==> config.mk <==
export PLATFORM = sky130hd
export DESIGN_NAME = i2c_config_target
export DESIGN_NICKNAME = d
export VERILOG_FILES = /design/src/rtl/i2c_config_target.sv
export SDC_FILE = /design/constraint.sdc
export NUM_CORES = 1
export LEC_CHECK = 0
export BUFFER_PORTS_ARGS = -buffer_cell sky130_fd_sc_hd__clkbuf_2
export CAP_MARGIN = 20
export CORE_MARGIN = 8
export CORE_UTILIZATION = 59
export DETAILED_ROUTE_END_ITERATION = 16
export MAX_ROUTING_LAYER = met4
export PLACE_DENSITY = 0.81
export SLEW_MARGIN = 25
export SYNTH_ARGS = -nofsm -noshare
export SYNTH_HDL_FRONTEND = slang
export SYNTH_SLANG_ARGS = --single-unit
export TNS_END_PERCENT = 5
==> constraint.sdc <==
create_clock -name clk -period 5.7 [get_ports clk]
set_input_delay 0.57 -clock clk [delete_from_list [all_inputs] [get_ports clk]]
set_output_delay 0.57 -clock clk [all_outputs]
set_load 0.03 [all_outputs]
==> src/rtl/i2c_config_target.sv <==
// I2C target exposing a small bank of 8-bit configuration registers.
// Pointer-addressed writes with auto-increment and sequential reads.
module i2c_config_target #(
  parameter logic [6:0]            DEV_ADDR  = 7'h52,
  parameter int unsigned           NUM_REGS  = 4,
  parameter logic [8*NUM_REGS-1:0] RESET_VAL = (8*NUM_REGS)'(32'h0000_00C1)
) (
  input  logic                    clk,
  input  logic                    reset_n,
  input  logic                    scl_in,
  input  logic                    sda_in,
  output logic                    sda_oe,
  output logic [8*NUM_REGS-1:0]   reg_q,
  output logic                    wr_strobe,
  output logic [3:0]              wr_index,
  output logic                    busy
);

  localparam int unsigned PTR_W = 4;
  localparam int unsigned CNT_W = 4;

  typedef enum logic [3:0] {
    IDLE, ADDR, ADDR_ACK, PTR, PTR_ACK, WDATA, WDATA_ACK, RDATA, RDATA_ACK, IGNORE
  } state_t;

  state_t state, state_d;

  logic [1:0]               scl_sync, sda_sync;
  logic                     scl_h, sda_h;
  logic                     scl_s, sda_s;
  logic                     scl_rise, scl_fall, start_det, stop_det;

  logic [CNT_W-1:0]         cnt, cnt_d;
  logic [PTR_W-1:0]         ptr, ptr_d, ptr_inc;
  logic [7:0]               rx, rx_d, rx_shift;
  logic [6:0]               tx, tx_d;
  logic                     sda_oe_d, strobe_d, busy_d, we;
  logic [3:0]               index_d;
  logic                     byte_done, ptr_valid;
  logic [7:0]               rd_byte;
  logic [NUM_REGS-1:0][7:0] regs;

  // Pad synchronizers plus one history stage for edge detection
  always_ff @(posedge clk or negedge reset_n) begin
    if (!reset_n) begin
      scl_sync <= 2'b11;
      sda_sync <= 2'b11;
      scl_h    <= 1'b1;
      sda_h    <= 1'b1;
    end else begin
      scl_sync <= {scl_sync[0], scl_in};
      sda_sync <= {sda_sync[0], sda_in};
      scl_h    <= scl_sync[1];
      sda_h    <= sda_sync[1];
    end
  end

  assign scl_s     = scl_sync[1];
  assign sda_s     = sda_sync[1];
  assign scl_rise  = scl_s & ~scl_h;
  assign scl_fall  = ~scl_s & scl_h;
  assign start_det = scl_s & scl_h & sda_h & ~sda_s;
  assign stop_det  = scl_s & scl_h & ~sda_h & sda_s;

  assign byte_done = (cnt == CNT_W'(8));
  assign rx_shift  = {rx[6:0], sda_s};
  assign ptr_valid = (32'(ptr) < NUM_REGS);
  assign ptr_inc   = (ptr == PTR_W'(NUM_REGS - 1)) ? PTR_W'(0) : ptr + PTR_W'(1);
  assign reg_q     = regs;

  // Out-of-range pointers read back as all ones
  always_comb begin
    rd_byte = 8'hFF;
    for (int i = 0; i < int'(NUM_REGS); i++) begin
      if (ptr == PTR_W'(i)) rd_byte = regs[i];
    end
  end

  always_ff @(posedge clk or negedge reset_n) begin
    if (!reset_n) state <= IDLE;
    else          state <= state_d;
  end

  always_comb begin
    state_d  = state;
    cnt_d    = cnt;
    ptr_d    = ptr;
    rx_d     = rx;
    tx_d     = tx;
    sda_oe_d = sda_oe;
    strobe_d = 1'b0;
    index_d  = wr_index;
    busy_d   = busy;
    we       = 1'b0;

    if (stop_det) begin
      state_d  = IDLE;
      cnt_d    = '0;
      sda_oe_d = 1'b0;
      busy_d   = 1'b0;
    end else if (start_det) begin
      state_d  = ADDR;
      cnt_d    = '0;
      sda_oe_d = 1'b0;
      busy_d   = 1'b1;
    end else begin
      case (state)
        ADDR: begin
          if (scl_rise && !byte_done) begin
            rx_d  = rx_shift;
            cnt_d = cnt + CNT_W'(1);
          end else if (scl_fall && byte_done) begin
            cnt_d = '0;
            if (rx[7:1] == DEV_ADDR) begin
              state_d  = ADDR_ACK;
              sda_oe_d = 1'b1;
            end else begin
              state_d = IGNORE;
            end
          end
        end
        ADDR_ACK: begin
          if (scl_fall) begin
            if (rx[0]) begin
              state_d  = RDATA;
              tx_d     = rd_byte[6:0];
              sda_oe_d = ~rd_byte[7];
            end else begin
              state_d  = PTR;
              sda_oe_d = 1'b0;
            end
          end
        end
        PTR: begin
          if (scl_rise && !byte_done) begin
            rx_d  = rx_shift;
            cnt_d = cnt + CNT_W'(1);
          end else if (scl_fall && byte_done) begin
            cnt_d    = '0;
            ptr_d    = rx[3:0];
            state_d  = PTR_ACK;
            sda_oe_d = 1'b1;
          end
        end
        PTR_ACK, WDATA_ACK: begin
          if (scl_fall) begin
            state_d  = WDATA;
            sda_oe_d = 1'b0;
          end
        end
        WDATA: begin
          if (scl_rise && !byte_done) begin
            rx_d  = rx_shift;
            cnt_d = cnt + CNT_W'(1);
          end else if (scl_fall && byte_done) begin
            cnt_d    = '0;
            ptr_d    = ptr_inc;
            state_d  = WDATA_ACK;
            sda_oe_d = 1'b1;
            // Writes to a nonexistent register are acknowledged but dropped
            if (ptr_valid) begin
              we       = 1'b1;
              strobe_d = 1'b1;
              index_d  = ptr;
            end
          end
        end
        RDATA: begin
          if (scl_rise && !byte_done) begin
            cnt_d = cnt + CNT_W'(1);
          end else if (scl_fall) begin
            if (byte_done) begin
              cnt_d    = '0;
              ptr_d    = ptr_inc;
              state_d  = RDATA_ACK;
              sda_oe_d = 1'b0;
            end else begin
              sda_oe_d = ~tx[6];
              tx_d     = {tx[5:0], 1'b0};
            end
          end
        end
        RDATA_ACK: begin
          // Master NACK ends the read; ACK preloads the next byte
          if (scl_rise && sda_s) begin
            state_d = IGNORE;
          end else if (scl_fall) begin
            state_d  = RDATA;
            tx_d     = rd_byte[6:0];
            sda_oe_d = ~rd_byte[7];
          end
        end
        IDLE, IGNORE: ;
        default: state_d = IDLE;
      endcase
    end
  end

  always_ff @(posedge clk or negedge reset_n) begin
    if (!reset_n) begin
      cnt       <= '0;
      ptr       <= '0;
      rx        <= '0;
      tx        <= '0;
      sda_oe    <= 1'b0;
      wr_strobe <= 1'b0;
      wr_index  <= '0;
      busy      <= 1'b0;
      regs      <= RESET_VAL;
    end else begin
      cnt       <= cnt_d;
      ptr       <= ptr_d;
      rx        <= rx_d;
      tx        <= tx_d;
      sda_oe    <= sda_oe_d;
      wr_strobe <= strobe_d;
      wr_index  <= index_d;
      busy      <= busy_d;
      for (int i = 0; i < int'(NUM_REGS); i++) begin
        if (we && ptr == PTR_W'(i)) regs[i] <= rx;
      end
    end
  end

endmodule

==> impl_metrics.env, run 1 <==
export IMPL_outcome="complete, no violations"
export IMPL_p_per_area_mw_per_mm2=358.4
export IMPL_layout_area_seq_mm2=0.001813
export IMPL_initial_core_util=0.6052
export IMPL_cts_root_buf="sky130_fd_sc_hd__clkbuf_8"
export IMPL_insertion_delay_ns=0.36
export IMPL_ys_ff_latch=72
export IMPL_synthesis_area_per_instance_um2=10.90
export IMPL_sw_frac_of_total=0.3304
export IMPL_drt_pass1_iter_count=4
export IMPL_rows=28
export IMPL_power_share_clock=0.345
export IMPL_leakagePower_nw=2.006
export IMPL_routabilityCongestion=0.8980
export IMPL_timing_hold_violations_final=0
export IMPL_routed_wire_per_std_cell_um=18.67
export IMPL_number_of_fill_cells=406
export IMPL_dieArea_mm2=0.008737
export IMPL_async_reset_ff_frac=1.000
export IMPL_layout_min_cycle_time_ns=2.581
export IMPL_mappedNetlistArea_mm2=0.003541
export IMPL_htreeDepth=3
export IMPL_fin_crit_sh=0.4528
export IMPL_ant_nets=0
export IMPL_dominant_combinational_cell_family_by_area_after_synthesis="compound AO/OA/AOI/OAI gates"
export IMPL_number_of_antenna_violations_at_the_first_check_in_global_routing=0
export IMPL_timing_worst_slew_pin_value_ns=0.8794
export IMPL_yosys_mux_area_fraction=0.1445
export IMPL_pwr_share_comb=0.193
export IMPL_sequential_share_of_the_synthesized_area=0.5120
export IMPL_dr_total_vias=2738
export IMPL_cell_internal_pwr_mw=0.9713
export IMPL_max_vdd_ir_drop_mv=0.2101
export IMPL_post_synth_top_area_fraction=0.4452
export IMPL_synth_top_cell_by_area="sky130_fd_sc_hd__dfrtp_1"
export IMPL_cts_buffer_depth=2
export IMPL_drive_gt1_frac=0.3217
export IMPL_seq_power_share=0.461
export IMPL_first_pass_grt_wire_length_mm=14.14
export IMPL_clock_fmax_mhz=387.5
export IMPL_critical_path_class="register to register"
export IMPL_grt_setup_unrepaired="false"
export IMPL_yosysMostFrequentCell="sky130_fd_sc_hd__dfrtp_1"
export IMPL_ctsResizeCount=0
export IMPL_worstPathRequired_ns=5.95
export IMPL_synth_enable_flop_cells=0
export IMPL_numPortBuffers=42
export IMPL_viasPerCell=6.112
export IMPL_drt_iter0_drc=257
export IMPL_mappedNetlistNets=335
export IMPL_synthesized_area_fraction_occupied_by_adder_cells=0.02120
export IMPL_drv_slew=0
export IMPL_post_cts_setup_buffer_count=0
export IMPL_multi_input_comb_area_mm2=0.001637
export IMPL_numCtsBuffers=9
export IMPL_post_cts_hold_buffer_count=0
export IMPL_antenna_diode_count=0
export IMPL_post_synth_most_frequent_cells="sky130_fd_sc_hd__dfrtp_1, sky130_fd_sc_hd__mux2_2, sky130_fd_sc_hd__o21ai_0"
export IMPL_synthesis_instances=325
export IMPL_synth_top_flop_cell="sky130_fd_sc_hd__dfrtp_1"
export IMPL_area_growth_syn_to_layout_pct=14.31
export IMPL_routed_wirelength_mm=8.364
export IMPL_die_height_um=93.47
export IMPL_worst_setup_hold_path_clk_slew_ns=0.08
export IMPL_clock_skew_final_ns=0.01353
export IMPL_max_cap_viol_count=0
export IMPL_clock_sinks=72
export IMPL_endpoint_kind="register"
export IMPL_synthesized_area_fraction_occupied_by_xor_and_xnor_cells=0.004947
export IMPL_net_switching_power_mw=0.4794
export IMPL_grt_pass1_vias=2767
export IMPL_critPathMaxFanout=16
export IMPL_synth_compound_area_frac=0.1544
export IMPL_place_detailed_hpwl_mm=5.621
export IMPL_final_core_utilization=0.6918
export IMPL_remaining_overflow_grt=0
export IMPL_drc=0
export IMPL_tns_ns=0
export IMPL_critical_path_startpoint_type="register"
export IMPL_yosys_warnings=0
export IMPL_synth_area_leaders="sky130_fd_sc_hd__dfrtp_1, sky130_fd_sc_hd__mux2_2, sky130_fd_sc_hd__dfstp_2"
export IMPL_core_area_mm2=0.005851
export IMPL_groute_usage_overall=0.2123
export IMPL_synth_cell_types=53
export IMPL_synthSimpleGateAreaFrac=0.1371
export IMPL_timing_hold_worst_class="input port to register"
export IMPL_maxSlewHeadroom=0.4137
export IMPL_die_width_um=93.47
export IMPL_worst_ep_arrival_time_ns=2.83
export IMPL_grt_start_max_net_pins=73
export IMPL_final_setup_viol_count=0
export IMPL_final_net_count=378
export IMPL_floorplan_io_pins=43
export IMPL_cts_tree="done"
==> kinds of logic after synthesis <==
family / after synthesis
flip-flops: 72
XOR/XNOR: 2
adder cells (fa/ha/maj): 6
AO/OA/AOI/OAI: 91
buffers and inverters: 21
AND/OR/NAND/NOR: 88
multiplexers: 45
==> state kept, by name (all words and copies together) (netlist names), 4 cells and up <==
name      cells
rx            8
state         4
wr_index      4
ptr           4
reg_q        32
tx            7
cnt           4
==> metrics by stage <==
step	hold slack [ns]	area (um2)	worst slack [ns]	instances	power [mW]
final	0.2844	4048	3.119	448	1.451
after CTS	0.2787	4048	3.145	448	1.447
after detailed placement	0.3481	3799	3.177	432	0.9513
after floorplan	0.2744	3541	3.581	325	0.8676
after global placement	0.3460	3799	3.216	432	0.9428
after global routing	0.2722	4048	2.895	448	1.523
==> layout by cell type (no fill, tap or decap), drive strengths merged, types with 6 or more instances in the layout <==
master,instances
ha,6
o21ai,34
mux2,43
inv,12
nor3,7
clkbuf,50
a21oi,24
nand3,8
nand2,28
nor2,18
dfrtp,63
o22ai,11
dfstp,9
==> critical path, cell delays in order (launching register included) <==
cell and delay [ns]:
sky130_fd_sc_hd__dfrtp_1 0.59, sky130_fd_sc_hd__nor2b_1 0.48, sky130_fd_sc_hd__nand2_4 0.18, sky130_fd_sc_hd__nor4_4 0.69, sky130_fd_sc_hd__nand2_4 0.20, sky130_fd_sc_hd__mux2_4 0.33
==> power groups by stage <==
stage | Sequential (mW) | Clock (mW) | Combinational, mW
finish | 0.669 | 0.501 | 0.280
global route | 0.680 | 0.528 | 0.315
CTS | 0.665 | 0.504 | 0.279
detailed placement | 0.676 | 0 | 0.276
global placement | 0.672 | 0 | 0.270
floorplan | 0.623 | 0 | 0.244
==> layer usage <==
metal,vias up,track usage,share of wire
li1,1274,-,-
met1,1372,0.2714,0.44
met2,83,0.3214,0.50
met3,9,0.04728,0.044
met4,0,0.08188,0.015
met5,-,-,0
==> path summary, 6_finish.rpt <==
kind	slack, ns	startpoint	cells after the start	end
worst max-delay path	3.12	state[0]	5	reg_q[13]
worst min-delay path	0.28	scl_in	1	scl_sync[0]
worst max register to register	3.12	state[0]	5	reg_q[13]
worst min register to register	0.37	scl_sync[0]	0	scl_sync[1]
max in group asynchronous	4.72	reset_n	2	state[2]
min in group asynchronous	0.40	reset_n	2	ptr[1]
==> area by class of cell <==
type,instances,share of cell area
flip-flops and latches,72,0.4479
multi-input cells,232,0.4043
repair buffers,43,0.05379
clock inverters,7,0.03091
clock buffers,9,0.03060
well taps,75,0.02318
inverters,10,0.009274
Power figures use the tool's default switching activity.
==> inputs of run 2 (changes only) <==
- ABC_AREA: default -> 1
- CORE_UTILIZATION: 59 -> 53
- PLACE_DENSITY: 0.81 -> 0.76
- clock period: 5.7 -> 2.2 ns (I/O delays scaled with it)
==> impl_metrics.env, run 2 <==
export IMPL_post_synth_most_frequent_cells="sky130_fd_sc_hd__nand2_1, sky130_fd_sc_hd__inv_1, sky130_fd_sc_hd__nor2_1"
export IMPL_clock_sinks=72
export IMPL_mappedNetlistNets=536
export IMPL_final_setup_viol_count=0
export IMPL_synth_top_cell_by_area="sky130_fd_sc_hd__dfrtp_1"
export IMPL_grt_setup_unrepaired="true"
export IMPL_drv_slew=0
export IMPL_drive_gt1_frac=0.1385
export IMPL_number_of_fill_cells=658
export IMPL_clock_skew_final_ns=0.01162
export IMPL_insertion_delay_ns=0.36
export IMPL_synth_cell_types=26
export IMPL_viasPerCell=5.118
export IMPL_timing_hold_worst_class="register to register"
export IMPL_post_synth_top_area_fraction=0.4142
export IMPL_layout_min_cycle_time_ns=2.010
export IMPL_dr_total_vias=3501
export IMPL_p_per_area_mw_per_mm2=749.0
export IMPL_timing_worst_slew_pin_value_ns=0.4926
export IMPL_drt_iter0_drc=274
export IMPL_fin_cells=684
export IMPL_rows=31
export IMPL_timing_hold_violations_final=0
export IMPL_maxSlewHeadroom=0.6704
export IMPL_max_vdd_ir_drop_mv=0.3896
export IMPL_most_frequent_cells_in_the_layout="sky130_fd_sc_hd__nand2_1, sky130_fd_sc_hd__inv_1, sky130_fd_sc_hd__nor2_1"
export IMPL_fin_crit_sh=0.9138
export IMPL_critical_path_class="register to register"
export IMPL_routed_wirelength_mm=9.683
export IMPL_htreeDepth=3
export IMPL_leakagePower_nw=2.627
export IMPL_routabilityCongestion=0.9292
export IMPL_grt_pass1_vias=3365
export IMPL_ant_nets=0
export IMPL_total_power_mw=3.301
export IMPL_dieArea_mm2=0.01015
export IMPL_final_net_count=590
export IMPL_ys_ff_latch=72
export IMPL_synthesis_area_per_instance_um2=7.236
export IMPL_max_cap_viol_count=0
export IMPL_synthesis_instances=526
export IMPL_synth_top_flop_cell="sky130_fd_sc_hd__dfrtp_1"
export IMPL_groute_usage_overall=0.2098
export IMPL_ctsResizeCount=0
export IMPL_final_core_utilization=0.6210
export IMPL_async_reset_ff_frac=1.000
export IMPL_multi_input_comb_area_mm2=0.001612
export IMPL_core_area_mm2=0.007098
export IMPL_drc=0
export IMPL_routed_wire_per_std_cell_um=14.16
export IMPL_initial_core_util=0.5362
export IMPL_drt_pass1_iter_count=5
export IMPL_yosysMostFrequentCell="sky130_fd_sc_hd__nand2_1"
export IMPL_final_design_area_no_fill_mm2=0.004408
export IMPL_synth_enable_flop_cells=0
export IMPL_synth_area_leaders="sky130_fd_sc_hd__dfrtp_1, sky130_fd_sc_hd__nand2_1, sky130_fd_sc_hd__inv_1"
export IMPL_crit_path_top_delay_cell="sky130_fd_sc_hd__dfrtp_1"
export IMPL_number_of_antenna_violations_at_the_first_check_in_global_routing=0
export IMPL_area_growth_syn_to_layout_pct=15.81
export IMPL_outcome="complete, no violations"
export IMPL_numPortBuffers=42
export IMPL_final_common_cell="sky130_fd_sc_hd__nand2_1"
export IMPL_cts_buffer_depth=2
export IMPL_yosys_warnings=0
export IMPL_remaining_overflow_grt=0
export IMPL_critical_path_cell_chain="inv_1 > ha_1 > nand2_1 > nor2_1 > nand2_1 > nor3_4 > nand2_2 > a21oi_1 > inv_1"
export IMPL_tns_ns=0
export IMPL_endpoint_kind="register"
export IMPL_largest_register_ffs=32
export IMPL_sequential_share_of_the_synthesized_area=0.4763
export IMPL_floorplan_io_pins=43
export IMPL_dpl_instance_area_mm2=0.004165
export IMPL_first_pass_grt_wire_length_mm=16.11
export IMPL_worstPathRequired_ns=2.45
export IMPL_mappedNetlistArea_mm2=0.003806
export IMPL_die_width_um=100.7
export IMPL_layout_area_seq_mm2=0.001813
export IMPL_grt_start_max_net_pins=73
export IMPL_crit_path_max_incr_delay_ns=0.41
export IMPL_antenna_diode_count=0
export IMPL_die_height_um=100.7
export IMPL_critPathMaxFanout=16
export IMPL_place_detailed_hpwl_mm=7.028
export IMPL_clock_fmax_mhz=497.4
export IMPL_cts_root_buf="sky130_fd_sc_hd__clkbuf_8"
export IMPL_worst_ep_arrival_time_ns=2.26
export IMPL_cts_tree="done"
export IMPL_critical_path_startpoint_type="register"
export IMPL_place_detailed_instances=665
export IMPL_numCtsBuffers=9
export IMPL_worst_setup_hold_path_clk_slew_ns=0.08
[run 2: what timing repair did]
item,4_1_cts,5_1_grt
hold endpoints to repair,65,0
buffers inserted,0,0
endpoints found under the setup margin,0,1
hold buffers,3,0
[run 2: path summary, 6_finish.rpt]
path	startpoint	endpoint	slack, ns	cells after the start
max	cnt[0]	reg_q[24]	0.19	9
min	sda_sync[0]	sda_sync[1]	0.36	0
max reg2reg	cnt[0]	reg_q[24]	0.19	9
min reg2reg	sda_sync[0]	sda_sync[1]	0.36	0
max in group asynchronous	reset_n	sda_sync[1]	1.43	3
min in group asynchronous	reset_n	state[3]	0.41	3
[run 2: cell families after synthesis]
family	Yosys count	share of synthesized area
buffers and inverters	99	0.1003
flip-flops	72	0.4763
AND/OR/NAND/NOR	270	0.2913
AO/OA/AOI/OAI	74	0.1003
adder cells (fa/ha/maj)	6	0.01972
XOR/XNOR	3	0.006905
multiplexers	2	0.005260
[run 2: stage by stage]
step	hold slack [ns]	worst slack, ns
floorplan	-0.07559	0.4126
global placement	0.2726	0.2945
detailed placement	0.2753	0.1933
CTS	0.3601	0.1746
global route	0.3643	-0.009297
finish	0.3565	0.1895
[run 2: area by class of cell]
cell class,count,area share
Clock inverter,5,0.01845
Clock buffer,11,0.02980
Tap cell,99,0.02810
Multi-Input combinational cell,355,0.3656
Inverter,89,0.07579
Timing Repair Buffer,53,0.07096
Sequential cell,72,0.4113
[run 2: routing by layer]
| metal | global-route usage | wire length [um] | vias to the layer above |
|---|---|---|---|
| li1 | - | - | 1738 |
| met1 | 0.2836 | 4560 | 1642 |
| met2 | 0.3031 | 4449 | 105 |
| met3 | 0.03867 | 512 | 16 |
| met4 | 0.08488 | 161 | 0 |
| met5 | - | 0 | - |
[run 2: worst max-delay path: cells and delay by family (launching register included)]
kind / cells / cell delay (ns)
and+or+nand+nor: 5 / 0.91
DFF: 1 / 0.41
AOI/OAI and AO/OA: 1 / 0.23
adders and majority gates: 1 / 0.18
buffers and inverters: 2 / 0.17
[run 2: power by group]
| part | total, mW | switching, mW | leakage (nW) | internal [mW] |
|---|---|---|---|---|
| Combinational | 0.651 | 0.460 | 1.56 | 0.191 |
| Clock | 1.17 | 0.530 | 0.104 | 0.642 |
| Sequential | 1.48 | 0.0731 | 0.966 | 1.41 |
| Total | 3.30 | 1.06 | 2.63 | 2.24 |
